`src/rtl/mem_access_stage_pkg.sv`:
```
// rtl/mem_access_stage_pkg.sv - shared types and encodings for the ME pipeline stage
package mem_access_stage_pkg;

  // Width of the ME->WB bus: {excp_en, excp_num, csr_num, csr_we, csr_wvalue, ertn, pc, gr_we, dest, final_result}
  localparam int ME_TO_WB_BUS_SIZE = 125;

  // Memory operation encodings carried from EX
  typedef enum logic [2:0] {
    MEM_OP_NONE  = 3'd0,
    MEM_OP_LD_B  = 3'd1,
    MEM_OP_LD_H  = 3'd2,
    MEM_OP_LD_W  = 3'd3,
    MEM_OP_LD_BU = 3'd4,
    MEM_OP_LD_HU = 3'd5,
    MEM_OP_STORE = 3'd6
  } mem_op_e;

  // Fields latched from EX when ME accepts an instruction
  typedef struct packed {
    logic [31:0] pc;
    logic        gr_we;
    logic [4:0]  dest;
    logic [31:0] alu_result;
    mem_op_e     mem_op;
    logic        req_issued;
    logic [13:0] csr_num;
    logic        csr_we;
    logic [31:0] csr_wvalue;
    logic        ertn;
    logic        excp_en;
    logic [5:0]  excp_num;
  } ex_to_me_t;

  // True for the five load encodings
  function automatic logic is_load_op(input mem_op_e op);
    return (op == MEM_OP_LD_B) || (op == MEM_OP_LD_H) || (op == MEM_OP_LD_W) ||
           (op == MEM_OP_LD_BU) || (op == MEM_OP_LD_HU);
  endfunction

endpackage

```
`src/rtl/mem_access_stage_load_align_ext.sv`:
```
// rtl/mem_access_stage_load_align_ext.sv - byte/half selection and sign/zero extension of load data
module load_align_ext
  import mem_access_stage_pkg::*;
(
  input  mem_op_e     mem_op,
  input  logic [1:0]  off,
  input  logic [31:0] rdata,
  output logic [31:0] result
);

  logic [7:0]  byte_sel;
  logic [15:0] half_sel;

  // Pick the addressed byte/halfword and extend it according to the load flavour
  always_comb begin
    byte_sel = 8'h00;
    half_sel = off[1] ? rdata[31:16] : rdata[15:0];
    case (off)
      2'd0:    byte_sel = rdata[7:0];
      2'd1:    byte_sel = rdata[15:8];
      2'd2:    byte_sel = rdata[23:16];
      default: byte_sel = rdata[31:24];
    endcase
    result = rdata;
    case (mem_op)
      MEM_OP_LD_B:  result = {{24{byte_sel[7]}}, byte_sel};
      MEM_OP_LD_BU: result = {24'h000000, byte_sel};
      MEM_OP_LD_H:  result = {{16{half_sel[15]}}, half_sel};
      MEM_OP_LD_HU: result = {16'h0000, half_sel};
      default:      result = rdata;
    endcase
  end

endmodule

```
`src/rtl/mem_access_stage.sv`:
```
// rtl/mem_access_stage.sv - ME stage: waits for data-SRAM response, aligns loads, drives WB handshake
module mem_access_stage
  import mem_access_stage_pkg::*;
#(
  parameter int DISCARD_W = 2
) (
  input  logic                         clk,
  input  logic                         reset,
  input  logic                         ex_to_me_valid,
  output logic                         me_allow_in,
  input  logic [31:0]                  ex_pc,
  input  logic                         ex_gr_we,
  input  logic [4:0]                   ex_dest,
  input  logic [31:0]                  ex_alu_result,
  input  logic [2:0]                   ex_mem_op,
  input  logic                         ex_req_issued,
  input  logic [13:0]                  ex_csr_num,
  input  logic                         ex_csr_we,
  input  logic [31:0]                  ex_csr_wvalue,
  input  logic                         ex_inst_ertn,
  input  logic                         ex_excp_en,
  input  logic [5:0]                   ex_excp_num,
  input  logic                         data_sram_data_ok,
  input  logic [31:0]                  data_sram_rdata,
  input  logic                         wb_flush,
  input  logic                         wb_allow_in,
  output logic                         me_to_wb_valid,
  output logic [ME_TO_WB_BUS_SIZE-1:0] me_to_wb_bus,
  output logic [4:0]                   me_dest,
  output logic [31:0]                  me_forward_res,
  output logic                         me_res_pending,
  output logic                         me_sys_op
);

  ex_to_me_t            r;
  logic                 me_valid;
  logic                 have_data;
  logic [31:0]          rdata_buf;
  logic [DISCARD_W-1:0] discard_cnt;

  logic        cnt_zero;
  logic        wait_data;
  logic        data_ok_own;
  logic        data_ok_drop;
  logic        ready_go;
  logic        capture;
  logic        cnt_inc;
  logic        cnt_dec;
  logic        gr_we_eff;
  logic        is_load;
  logic [31:0] load_rdata;
  logic [31:0] aligned;
  logic [31:0] final_result;

  assign cnt_zero     = (discard_cnt == '0);
  assign wait_data    = me_valid & r.req_issued & ~have_data;
  // A response belongs to the current instruction only once every flushed request has been drained
  assign data_ok_own  = data_sram_data_ok & cnt_zero;
  assign data_ok_drop = data_sram_data_ok & ~cnt_zero;
  assign ready_go     = ~wait_data | data_ok_own;
  assign me_allow_in  = ~me_valid | (ready_go & wb_allow_in);
  assign capture      = ex_to_me_valid & me_allow_in;

  // A flushed instruction still owes a response unless that response lands in the flush cycle
  assign cnt_inc = wb_flush & wait_data & ~data_ok_own;
  assign cnt_dec = data_ok_drop;

  // Same-cycle data is forwarded straight from the SRAM for zero-bubble hand-off
  assign load_rdata = have_data ? rdata_buf : data_sram_rdata;
  assign is_load    = is_load_op(r.mem_op);

  load_align_ext u_load_align_ext (
    .mem_op (r.mem_op),
    .off    (r.alu_result[1:0]),
    .rdata  (load_rdata),
    .result (aligned)
  );

  assign final_result = is_load ? aligned : r.alu_result;
  assign gr_we_eff    = r.gr_we & ~r.excp_en;

  assign me_to_wb_valid = me_valid & ready_go;
  assign me_to_wb_bus   = {r.excp_en, r.excp_num, r.csr_num, r.csr_we, r.csr_wvalue,
                           r.ertn, r.pc, gr_we_eff, r.dest, final_result};
  assign me_dest        = (me_valid & gr_we_eff) ? r.dest : 5'd0;
  assign me_forward_res = final_result;
  assign me_res_pending = me_valid & is_load & wait_data;
  assign me_sys_op      = me_valid & (r.excp_en | r.ertn);

  // Stage valid bit: flush wins over a new capture
  always_ff @(posedge clk or posedge reset) begin
    if (reset) begin
      me_valid <= 1'b0;
    end else if (wb_flush) begin
      me_valid <= 1'b0;
    end else if (me_allow_in) begin
      me_valid <= ex_to_me_valid;
    end
  end

  // Latch the EX payload on acceptance
  always_ff @(posedge clk or posedge reset) begin
    if (reset) begin
      r <= '0;
    end else if (capture) begin
      r.pc         <= ex_pc;
      r.gr_we      <= ex_gr_we;
      r.dest       <= ex_dest;
      r.alu_result <= ex_alu_result;
      r.mem_op     <= mem_op_e'(ex_mem_op);
      r.req_issued <= ex_req_issued;
      r.csr_num    <= ex_csr_num;
      r.csr_we     <= ex_csr_we;
      r.csr_wvalue <= ex_csr_wvalue;
      r.ertn       <= ex_inst_ertn;
      r.excp_en    <= ex_excp_en;
      r.excp_num   <= ex_excp_num;
    end
  end

  // Hold the response while WB back-pressures; a new capture starts a fresh wait
  always_ff @(posedge clk or posedge reset) begin
    if (reset) begin
      have_data <= 1'b0;
      rdata_buf <= 32'h0;
    end else if (capture) begin
      have_data <= 1'b0;
    end else if (data_ok_own & wait_data) begin
      have_data <= 1'b1;
      rdata_buf <= data_sram_rdata;
    end
  end

  // Count responses still owed to flushed instructions; saturates at all-ones
  always_ff @(posedge clk or posedge reset) begin
    if (reset) begin
      discard_cnt <= '0;
    end else if (cnt_inc & ~cnt_dec) begin
      if (discard_cnt != '1) begin
        discard_cnt <= discard_cnt + 1'b1;
      end
    end else if (cnt_dec & ~cnt_inc) begin
      discard_cnt <= discard_cnt - 1'b1;
    end
  end

endmodule

```
`config.mk`:
```
export PLATFORM = sky130hd
export DESIGN_NAME = mem_access_stage
export DESIGN_NICKNAME = d
export VERILOG_FILES = /design/src/rtl/mem_access_stage_pkg.sv /design/src/rtl/mem_access_stage_load_align_ext.sv /design/src/rtl/mem_access_stage.sv
export SDC_FILE = /design/constraint.sdc
export NUM_CORES = 1
export LEC_CHECK = 0
export BUFFER_PORTS_ARGS = -buffer_cell sky130_fd_sc_hd__clkbuf_2
export CAP_MARGIN = 0
export CORE_ASPECT_RATIO = 0.5
export CORE_UTILIZATION = 30
export CTS_BUF_LIST = sky130_fd_sc_hd__clkbuf_8
export CTS_CLUSTER_SIZE = 12
export DETAILED_ROUTE_END_ITERATION = 10
export PLACE_DENSITY = 0.57
export SYNTH_ARGS = -nofsm -noshare
export SYNTH_HDL_FRONTEND = slang
export SYNTH_HIERARCHICAL = 1
export SYNTH_SLANG_ARGS = --single-unit
export TNS_END_PERCENT = 50
```
`constraint.sdc`:
```
create_clock -name clk -period 10.8 [get_ports clk]
set_clock_uncertainty 0.15 [all_clocks]
set_input_delay 1.08 -clock clk [delete_from_list [all_inputs] [get_ports clk]]
set_output_delay 1.08 -clock clk [all_outputs]
set_load 0.02 [all_outputs]
```
---- Yosys cells after proc, flatten, opt, wreduce, memory -nomap -nowiden ----
Cells that the tools add are included.
W data, S select, Z words.
cells by class
  add/sub/neg operators ................... 2
  equality and inequality tests ........... 9
  multiplexer cells ....................... 13
  bitwise operators ....................... 29
  reduce and logical (&&, ||, !) cells .... 11
operators with widths
  cell                   count
  $pmux W32 S4           1
  $mux W32               2
  $pmux W8 S3            1
  $and A1 B1 Y1          17
  $mux W16               1
  $not A1 Y1             9
  $eq A3 B2 Y1 const B   2
  $eq A3 B3 Y1 const B   2
  $mux W2                3
  $reduce_bool A2 Y1     3
  $mux W5                1
  $logic_not A2 Y1       2
  $logic_or A1 B1 Y1     4
  $mux W1                4
  $reduce_and A2 Y1      2
  $eq A3 B1 Y1 const B   1
  $or A1 B1 Y1           3
  $add A2 B1 Y2 const B  1
  $eq A2 B1 Y1 const B   1
  $eq A2 B2 Y1 const B   1
  $ne A2 B1 Y1 const B   1
  $ne A2 B2 Y1 const B   1
  $sub A2 B1 Y2 const B  1
word-level totals
  bits in registers ....................... 165
  input bits .............................. 167
  output and inout bits ................... 166
  word-level logic and storage cells ...... 80

---- Depth between registers and ports, before layout ----
Gate-level depths: netlist of run 1.
  depth in word-level cells ............... 9
  depth in mapped cells ................... 10
  mapped depth without buffers ............ 6

---- By module ----
The synthesis of run 1 kept the hierarchy.
by module, submodules not included
  module            instances  cells an instance  area each (um2)  seq. area each (um2)
  mem_access_stage  1          575                8006.4           4129.0
  load_align_ext    1          149                1152.4           0.0

---- Worst setup path before layout of run 1 ----
Ideal clock, no wire load.
  path type ............................... input -> output
  start ................................... in data_sram_rdata[31]
  end ..................................... out me_to_wb_bus[31]
  data arrival time ....................... 2870 ps
  data required time ...................... 9570 ps
  slack ................................... 6700 ps
  cell stages on the path ................. 7
  path buffers ............................ 1
  path through ............................ mux2_2 mux4_2 nand2_2 nor2_2 or3_1 mux2_2 buf_4
on the way
  cells in the longest elaborated chain, start to end .. 4
  elaborated cells between the ends (all ways) .. 5
  those cells by class .................... mux (5)
ends and longest elaborated chain
  element                                         RTL line                                                                      text
  start, declared                                 mem_access_stage.sv:24                                                        input logic [31:0] data_sram_rdata,
  $mux W32 (*)                                    mem_access_stage.sv:69                                                        assign load_rdata = have_data ? rdata_buf : data_sram_rdata;
  $pmux W8 S3 / $mux W16 (equally long branches)  mem_access_stage_load_align_ext.sv:18, mem_access_stage_load_align_ext.sv:17
  $pmux W32 S4 (*)                                mem_access_stage_load_align_ext.sv:25                                         case (mem_op)
  named net aligned[31]                           mem_access_stage.sv:52                                                        logic [31:0] aligned;
  $mux W32 (*)                                    mem_access_stage.sv:79                                                        assign final_result = is_load ? aligned : r.alu_result;
  end, declared                                   mem_access_stage.sv:28                                                        output logic [ME_TO_WB_BUS_SIZE-1:0] me_to_wb_bus,
The timed path passes the listed nets; every way through them passes the cells marked *.

---- Worst setup path in the final report of run 1 ----
  start ................................... reg have_data
  end ..................................... out me_forward_res[31]
on the way
  cells in the longest elaborated chain, start to end .. 4
  elaborated cells between the ends (all ways) .. 5
  those cells by class .................... mux (5)
ends and longest elaborated chain
  element                                         RTL line                                                                      text
  start, declared                                 mem_access_stage.sv:37                                                        logic have_data;
  start signal, assigned                          mem_access_stage.sv:124                                                       have_data <= 1'b0;
  start signal, assigned                          mem_access_stage.sv:127                                                       have_data <= 1'b0;
  start signal, assigned                          mem_access_stage.sv:129                                                       have_data <= 1'b1;
  $mux W32 (*)                                    mem_access_stage.sv:69
  named net load_rdata[31]                        mem_access_stage.sv:51                                                        logic [31:0] load_rdata;
  $pmux W8 S3 / $mux W16 (equally long branches)  mem_access_stage_load_align_ext.sv:18, mem_access_stage_load_align_ext.sv:17
  $pmux W32 S4 (*)                                mem_access_stage_load_align_ext.sv:25
  named net aligned[31]                           mem_access_stage.sv:52
  $mux W32 (*)                                    mem_access_stage.sv:79
  end, declared                                   mem_access_stage.sv:30                                                        output logic [31:0] me_forward_res,
Marked as above.

==> metrics.log, run 1 <==
[metrics] main flop type after synthesis: dfrtp_1
[metrics] Finished Core Util: about 36%
[metrics] Final Total Pwr: between 0.002 and 0.0025 W
[metrics] Port Buffers: 332
[metrics] total overflow reported by the global router: 0
[metrics] register share of total power: about two fifths
[metrics] y dimension of the die: 126 um
[metrics] critical path data required time: about 9600 ps
[metrics] internal power: between 0.001 and 0.0015 W
[metrics] async set or reset register ratio after synthesis: 100%
[metrics] maximum vdd ir drop: between 0.08 and 0.09 mV
[metrics] total number of vias: 6,146
[metrics] Iteration-0 DRC Markers: about 290
[metrics] leakage power summed over all cells: 5.08 nW
[metrics] number of buffers inserted to repair setup after CTS: 0
[metrics] wire length per cell: between 15 and 20 um
[metrics] post-synthesis share of cell area spent on full adders, half adders and majority gates: less than 1%
[metrics] minimum period implied by the final worst setup slack: about 4600 ps
[metrics] Tcrit/Tclk final: a little over two fifths
[metrics] NetSw: between 0.0007 and 0.0008 W
[metrics] global placer's final weighted congestion: between 0.8 and 0.9
[metrics] part of the Yosys area used for sequential elements: 45.1%
[metrics] main combinational cell family by area after synthesis: multiplexers
[metrics] count of instances resized after the clock tree is built: 0
[metrics] synthesized-area fraction occupied by ao, oa, aoi and oai cells: 7.58%
[metrics] Power Dens Cells: 192 nW/um^2
[metrics] clock tree from TritonCTS: built
[metrics] worst min path class: register to register
[metrics] Crit. End Element: primary output
[metrics] CTS Buf Count: 17
[metrics] Critical Path Most Common Cell: mux2_2
[metrics] number of hold-slack violations in the final timing report: 0
[metrics] slowest library cell on the worst path: mux4_2
[metrics] count of cell types in the netlist: 55
[metrics] clock latency on the worst-skew pair: between 400 and 500 ps
[metrics] register-to-register setup slack: around 7300 ps
[metrics] setup repair after global routing missed its margin: false
[metrics] number of levels the H-tree was split into: 4
[metrics] number of synthesized flops with an enable pin: 0
[metrics] Warnings, synthesis: 6
[metrics] max-slew violation count: 0
[metrics] Die Wd: around 250 um
[metrics] via/cell ratio: approximately 4.7
[metrics] Arr. time, crit path: roughly 3300 ps
[metrics] via count of the first global-routing pass: 6,225
[metrics] portion of netlist area occupied by mux cells: between 20% and 30%
[metrics] cell breakdown of the critical path: buf_4 -> mux2_2 -> mux4_2 -> nand2_2 -> nor2_2 -> or3_1 -> mux2_2 -> clkbuf_2
[metrics] part of the power in combinational logic: a little under two fifths
[metrics] layout cells sized above 1: about two thirds
[metrics] number of hold-repair buffers added at the cts stage: 0
[metrics] half-perimeter wire length of the detailed placement result: 18,300 um
[metrics] worst slew margin relative to its limit: between 20% and 30%
[metrics] number of buffers and inverters on the critical path: 2
[metrics] number of instances in the synthesized netlist: approximately 720
[metrics] Clk network pwr share: roughly 23%
[metrics] class of the most critical setup path: register to primary output
[metrics] final hold slack: 351 ps
[metrics] highest net fanout along the worst path: 35
[metrics] number of diodes: 0
[metrics] number of nets in the layout: 1,080
[metrics] Mapped Avg Cell Area: between 10 and 15 um^2
[metrics] CP startpoint kind: register
[metrics] number of antenna violations at the first check in global routing: 0
[metrics] all-layer global routing usage: 15.6%
[metrics] area growth from synthesis to layout: 15.5%
[metrics] number of clock sinks seen by CTS: 165
[metrics] peak per-stage delay on the critical path: approximately 500 ps
[metrics] max-cap violations: 0
[metrics] post-synthesis share of cell area spent on and, or, nand and nor gates: 3.73%
[metrics] DP Area: between 10,000 and 15,000 um^2
[metrics] wire length of the first global-routing pass: roughly 37,000 um
[metrics] number of buffers on the longest clock path: 2
[metrics] post-synthesis cell area: 9160 um^2
[metrics] Placeable Area: between 20,000 and 30,000 um^2
[metrics] sum of negative setup slack: 0 ps
[metrics] total die area: roughly 31,000 um^2
[metrics] switching part of the total power: approximately 37%
[metrics] Residual DRC: 0
[metrics] number of nets with antenna violations after detailed routing: 0
[metrics] flop and latch count out of synthesis: between 150 and 200
[metrics] clock tree root driver cell: clkbuf_8
[metrics] total detailed-routing wirelength: about 25,000 um
[metrics] number of setup violations in the final report: 0
[metrics] effective utilization at floorplan: approximately 31%
[metrics] family with the most delay on the worst path: multiplexers
[metrics] fill cell count: around 3,000
[metrics] XOR/XNOR Fraction of Synth Area: less than 1%
[metrics] largest net degree at the start of global routing: ~110
[metrics] number of top-level design ports: around 330
[metrics] clock-pin transition on the worst setup and hold timing paths: approximately 90 ps
[metrics] Post-Syn Nets: between 800 and 900
[metrics] standard-cell row count: 44
[metrics] slew at the pin with the worst max-slew slack: 1180 ps
[metrics] number of detailed-route iterations in the first pass: 4
[metrics] fmax: approximately 220 MHz
[metrics] final std cell area, no fill: 10,600 um^2
[metrics] status: finished clean
-- cell usage in the layout, fill, tap and decap left out, types with 3 or more instances in the layout --
| master | n |
|---|---|
| clkbuf_2 | 332 |
| mux2_2 | 224 |
| dfrtp_1 | 165 |
| clkbuf_8 | 20 |
| a21o_1 | 16 |
| o2bb2ai_1 | 14 |
| a22oi_1 | 13 |
| nand2_1 | 11 |
| a211o_1 | 9 |
| and3_1 | 8 |
| nor2_1 | 8 |
| mux4_2 | 8 |
| nand3_1 | 8 |
| nor2b_1 | 7 |
| o21ai_1 | 7 |
| a221o_1 | 7 |
| buf_4 | 6 |
| a21oi_1 | 5 |
| o21ai_0 | 4 |
| clkinv_2 | 3 |
| clkinv_4 | 3 |
-- sequential cells by signal (all words and copies together), names as in the netlist --
signal / flops
me_to_wb_bus: 92
have_data: 1
r: 37
discard_cnt: 2
me_valid: 1
rdata_buf: 32
-- kinds of logic after synthesis --
group	after synthesis
multiplexers	236
buffers and inverters	171
flip-flops	165
AO/OA/AOI/OAI	88
AND/OR/NAND/NOR	61
XOR/XNOR	2
adder cells (fa/ha/maj)	1
-- synth_stat cells (all sizes together) (2+ instances only) --
master   number  area, um^2
and2          2        12.5
nand2b        2        12.5
and3          8        50.1
mux2        226        2540
a22oi        13        97.6
o211ai        2        20.0
nand3b        2        15.0
o2bb2ai      14         123
a21o         16         120
inv           3        11.3
a21oi         7        38.8
mux4          8         180
xnor2         2        25.0
o21ai        12        63.8
nor3          2        10.0
a221o         7        70.1
nor2b         7        43.8
buf         161        1180
mux2i         2        20.0
dfrtp       165        4130
nor2          9        36.3
a211o         9        78.8
clkbuf        7        26.3
nand3         8        40.0
nand2        12        47.6
-- path summary, 6_finish.rpt --
path,from,to,cells after the start
worst min-delay path,r[96]$_DFFE_PP0N_,r[96]$_DFFE_PP0N_,1
worst min register to register,r[96]$_DFFE_PP0N_,r[96]$_DFFE_PP0N_,1
worst max-delay path,have_data$_DFFE_PP0P_,me_forward_res[31],8
min in group asynchronous,reset,me_to_wb_bus[50]$_DFFE_PP0N_,2
worst max register to register,me_valid$_DFFE_PP0P_,me_to_wb_bus[84]$_DFFE_PP0N_,5
max in group asynchronous,reset,r[83]$_DFFE_PP0N_,3
-- power groups by stage --
stage	Sequential [W]	Clock, W	Combinational, W
6_report	0.000815	0.000464	0.000752
5_1_grt	0.000832	0.000509	0.000799
4_1_cts	0.000814	0.000485	0.000760
3_5_place_dp	0.000826	0	0.000758
3_3_place_gp	0.000820	0	0.000748
2_1_floorplan	0.000788	0	0.000663
-- final cells by class --
| cell class | count | area, um^2 | share of cell area (%) |
|---|---|---|---|
| tap | 391 | 489 | 4.62 |
| clock inverter | 12 | 129 | 1.22 |
| multi-input combinational | 388 | 3840 | 36.3 |
| timing repair buffer | 338 | 1710 | 16.1 |
| inverter | 3 | 16.3 | 0.154 |
| sequential | 165 | 4130 | 39.0 |
| clock buffer | 20 | 275 | 2.60 |
-- metrics by stage --
step | std cells | setup WS [ps]
final | 1317 | 6240
after CTS | 1317 | 6200
after global placement | 1285 | 6490
after detailed placement | 1285 | 6480
after global routing | 1317 | 6120
after floorplan | 724 | 5110
-- per-layer routing --
layer	vias up	wire length, um	GRT usage (%)
li1	2849	-	-
met1	3166	10800	20.2
met2	114	12600	26.0
met3	17	888	3.79
met4	0	253	4.03
met5	-	0	0
Note: power is estimated with default switching activity, not from simulation.
==> run 2, diff against run 1 <==
--- a/config.mk
+++ b/config.mk
@@ -12,7 +12,7 @@
 export CTS_BUF_LIST = sky130_fd_sc_hd__clkbuf_8
 export CTS_CLUSTER_SIZE = 12
 export DETAILED_ROUTE_END_ITERATION = 10
-export PLACE_DENSITY = 0.57
+export PLACE_DENSITY = 0.59
 export SYNTH_ARGS = -nofsm -noshare
 export SYNTH_HDL_FRONTEND = slang
 export SYNTH_HIERARCHICAL = 1
==> constraint.sdc (replaced) <==
create_clock -name clk -period 3.8 [get_ports clk]
set_clock_uncertainty 0.15 [all_clocks]
set_input_delay 0.38 -clock clk [delete_from_list [all_inputs] [get_ports clk]]
set_output_delay 0.38 -clock clk [all_outputs]
set_load 0.02 [all_outputs]
==> run 2 against run 1 <==
Net effect:
- die area stayed put
- combinational power grew to 3.1 times the previous value
- first-iteration DRC count is 34% higher
- global-route usage is 1.9 points higher
- register-to-register slack worse by 6200 ps
- sequential share of layout area is 5.7 points lower
- non-clock buffer count is 177 higher
- critical endpoint is now me_forward_res[5]
- total power grew to 3.0 times the previous value
- routed wire length is 11% higher
- critical path depth is 2 lower
- critical path type unchanged
==> metrics.log, run 2 (same netlist as run 1, synthesis figures left out) <==
[metrics] top layer in use: met4
[metrics] Residual DRC: 0 (unchanged)
[metrics] half-perimeter wire length of the detailed placement result: 19,400 um (+6.0%)
[metrics] status: finished clean
[metrics] Power Dens Cells: 490 nW/um^2 (+150%)
[metrics] via/cell ratio: 4.68 (+0.22%)
[metrics] critical path data required time: 3270 ps (-6300 ps)
[metrics] number of hold-slack violations in the final timing report: 0 (unchanged)
[metrics] Reg area: 4130 um^2 (about the same)
[metrics] fmax: between 200 and 300 MHz
[metrics] clock latency on the worst-skew pair: 470 ps (about the same)
[metrics] total number of vias: 6,987 (+14%)
[metrics] CP startpoint kind: register
[metrics] leakage power summed over all cells: 5.84 nW (+15%)
[metrics] total overflow reported by the global router: 0 (unchanged)
[metrics] wire length of the first global-routing pass: 42,200 um (+14%)
[metrics] setup repair after global routing missed its margin: false
[metrics] total detailed-routing wirelength: 27,300 um (+11%)
[metrics] clock tree from TritonCTS: built
[metrics] number of clock sinks seen by CTS: 165 (unchanged)
[metrics] number of antenna violations at the first check in global routing: 1 (+1)
[metrics] number of nets with antenna violations after detailed routing: 0 (unchanged)
[metrics] highest net fanout along the worst path: 20 (-43%)
[metrics] layout cells sized above 1: 57.1% (-8.9 points)
[metrics] number of levels the H-tree was split into: 4 (unchanged)
[metrics] max-cap violations: 0 (unchanged)
[metrics] final hold slack: 56.6 ps (-294 ps)
[metrics] clock-pin transition on the worst setup and hold timing paths: 90 ps (about the same)
[metrics] number of buffers on the longest clock path: 2 (unchanged)
[metrics] effective utilization at floorplan: 31.0% (unchanged)
[metrics] Port Buffers: 332 (unchanged)
[metrics] Die Wd: 249 um (unchanged)
[metrics] area of combinational cells with multiple inputs: 3840 um^2 (unchanged)
[metrics] number of detailed-route iterations in the first pass: 4 (unchanged)
[metrics] worst min path class: input port to register
[metrics] length of routed met2 wiring: 14,400 um (+14%)
[metrics] flip-flop count of the largest register, all copies and words added: 92 (unchanged)
[metrics] number of top-level design ports: 333 (unchanged)
[metrics] y dimension of the die: 126 um (unchanged)
[metrics] minimum period implied by the final worst setup slack: 3580 ps
[metrics] slew at the pin with the worst max-slew slack: 893 ps (-289 ps)
[metrics] Placeable Area: 29,500 um^2 (unchanged)
[metrics] class of the most critical setup path: register to primary output
[metrics] detailed-routed wire length on met3: 794 um (-11%)
[metrics] number of nets in the layout: 1,257 (+16%)
[metrics] wire length per cell: 18.3 um (-1.9%)
[metrics] top library cells by usage in the layout, fill and taps aside: clkbuf_2 (332), mux2_2 (224), dfrtp_1 (164)
[metrics] area growth from synthesis to layout: 35.2%
[metrics] all-layer global routing usage: 17.5% (+1.9 points)
[metrics] sum of negative setup slack: 0 ps (unchanged)
[metrics] Arr. time, crit path: 3050 ps (-280 ps)
[metrics] clock tree root driver cell: clkbuf_8
[metrics] maximum vdd ir drop: 0.175 mV (+110%)
[metrics] number of setup violations in the final report: 0 (unchanged)
[metrics] fill cell count: 2,774 (-6.2%)
[metrics] Tcrit/Tclk final: 94.2%
[metrics] standard-cell row count: 44 (unchanged)
[metrics] worst slew margin relative to its limit: 40.3% (+19 points)
[metrics] max-slew violation count: 0 (unchanged)
[metrics] via count of the first global-routing pass: 7,505 (+21%)
[metrics] most frequent standard cell in the layout excluding fill and tap cells: clkbuf_2
[metrics] total die area: 31,300 um^2 (unchanged)
[metrics] Crit. End Element: primary output
[metrics] global placer's final weighted congestion: 0.850 (-1.6%)
[metrics] met1 layer wirelength in the final routing: 11,400 um (+5.5%)
[metrics] largest net degree at the start of global routing: 96 (-14%)
[metrics] CTS Buf Count: 17 (unchanged)
[metrics] Iteration-0 DRC Markers: 383 (+34%)
-- run 2: layer usage --
| metal | up-vias | track usage, % |
|---|---|---|
| met5 | - | 0 |
| met3 | 52 | 2.75 |
| met1 | 3565 | 20.8 |
| met2 | 167 | 31.0 |
| li1 | 3203 | - |
| met4 | 0 | 8.68 |
-- run 2: path summary, 6_finish.rpt --
path / start / endpoint / slack (ps) / cells after the start
worst max-delay path: have_data$_DFFE_PP0P_ / me_forward_res[5] / 220 / 6
worst min-delay path: data_sram_rdata[9] / rdata_buf[9]$_DFFE_PP0P_ / 60 / 2
worst max register to register: me_valid$_DFFE_PP0P_ / me_to_wb_bus[46]$_DFFE_PP0N_ / 1050 / 4
worst min register to register: r[70]$_DFFE_PP0N_ / r[70]$_DFFE_PP0N_ / 360 / 1
max in group asynchronous: reset / have_data$_DFFE_PP0P_ / 2050 / 4
min in group asynchronous: reset / me_to_wb_bus[65]$_DFFE_PP0N_ / 450 / 3
-- run 2: timing repair --
action,in CTS,in global routing
setup buffers,0,0
resized for setup,1,0
endpoints found under the hold margin,195,0
hold buffers,160,0
setup endpoints to repair,2,0
-- run 2: metrics by stage --
step | cells | area (um^2) | setup slack (ps) | utilization (%) | power [W]
6_report | 1494 | 12400 | 221 | 41.9 | 0.00606
5_1_grt | 1494 | 12400 | 51.6 | 41.9 | 0.00635
4_1_cts | 1493 | 12400 | 152 | 41.9 | 0.00612
3_5_place_dp | 1302 | 10400 | 537 | 35.1 | 0.00456
3_3_place_gp | 1302 | 10400 | 628 | 35.1 | 0.00453
2_1_floorplan | 724 | 9160 | 596 | - | 0.00413
-- run 2: cell type report --
cell class                 instances  share of cell area (%)
sequential                       165                    33.4
multi-input combinational        388                    31.0
timing repair buffer             515                    28.2
tap                              391                    3.95
clock buffer                      18                    2.00
clock inverter                    13                    1.38
inverter                           3                   0.121
antenna                            1                  0.0202
-- run 2: where the power goes --
group / switching, W / leakage [nW] / total, W / internal [W]
Clock: 0.000719 / 0.207 / 0.00139 / 0.000675
Sequential: 0.000218 / 1.95 / 0.00231 / 0.00209
Combinational: 0.00130 / 3.68 / 0.00236 / 0.00105
-- run 2: worst max-delay path: stages (launching register included) --
cell	delay [ps]
dfrtp_2	540
buf_4	350
mux2_2	430
mux4_2	460
a221o_1	360
mux2_2	280
clkbuf_2	160
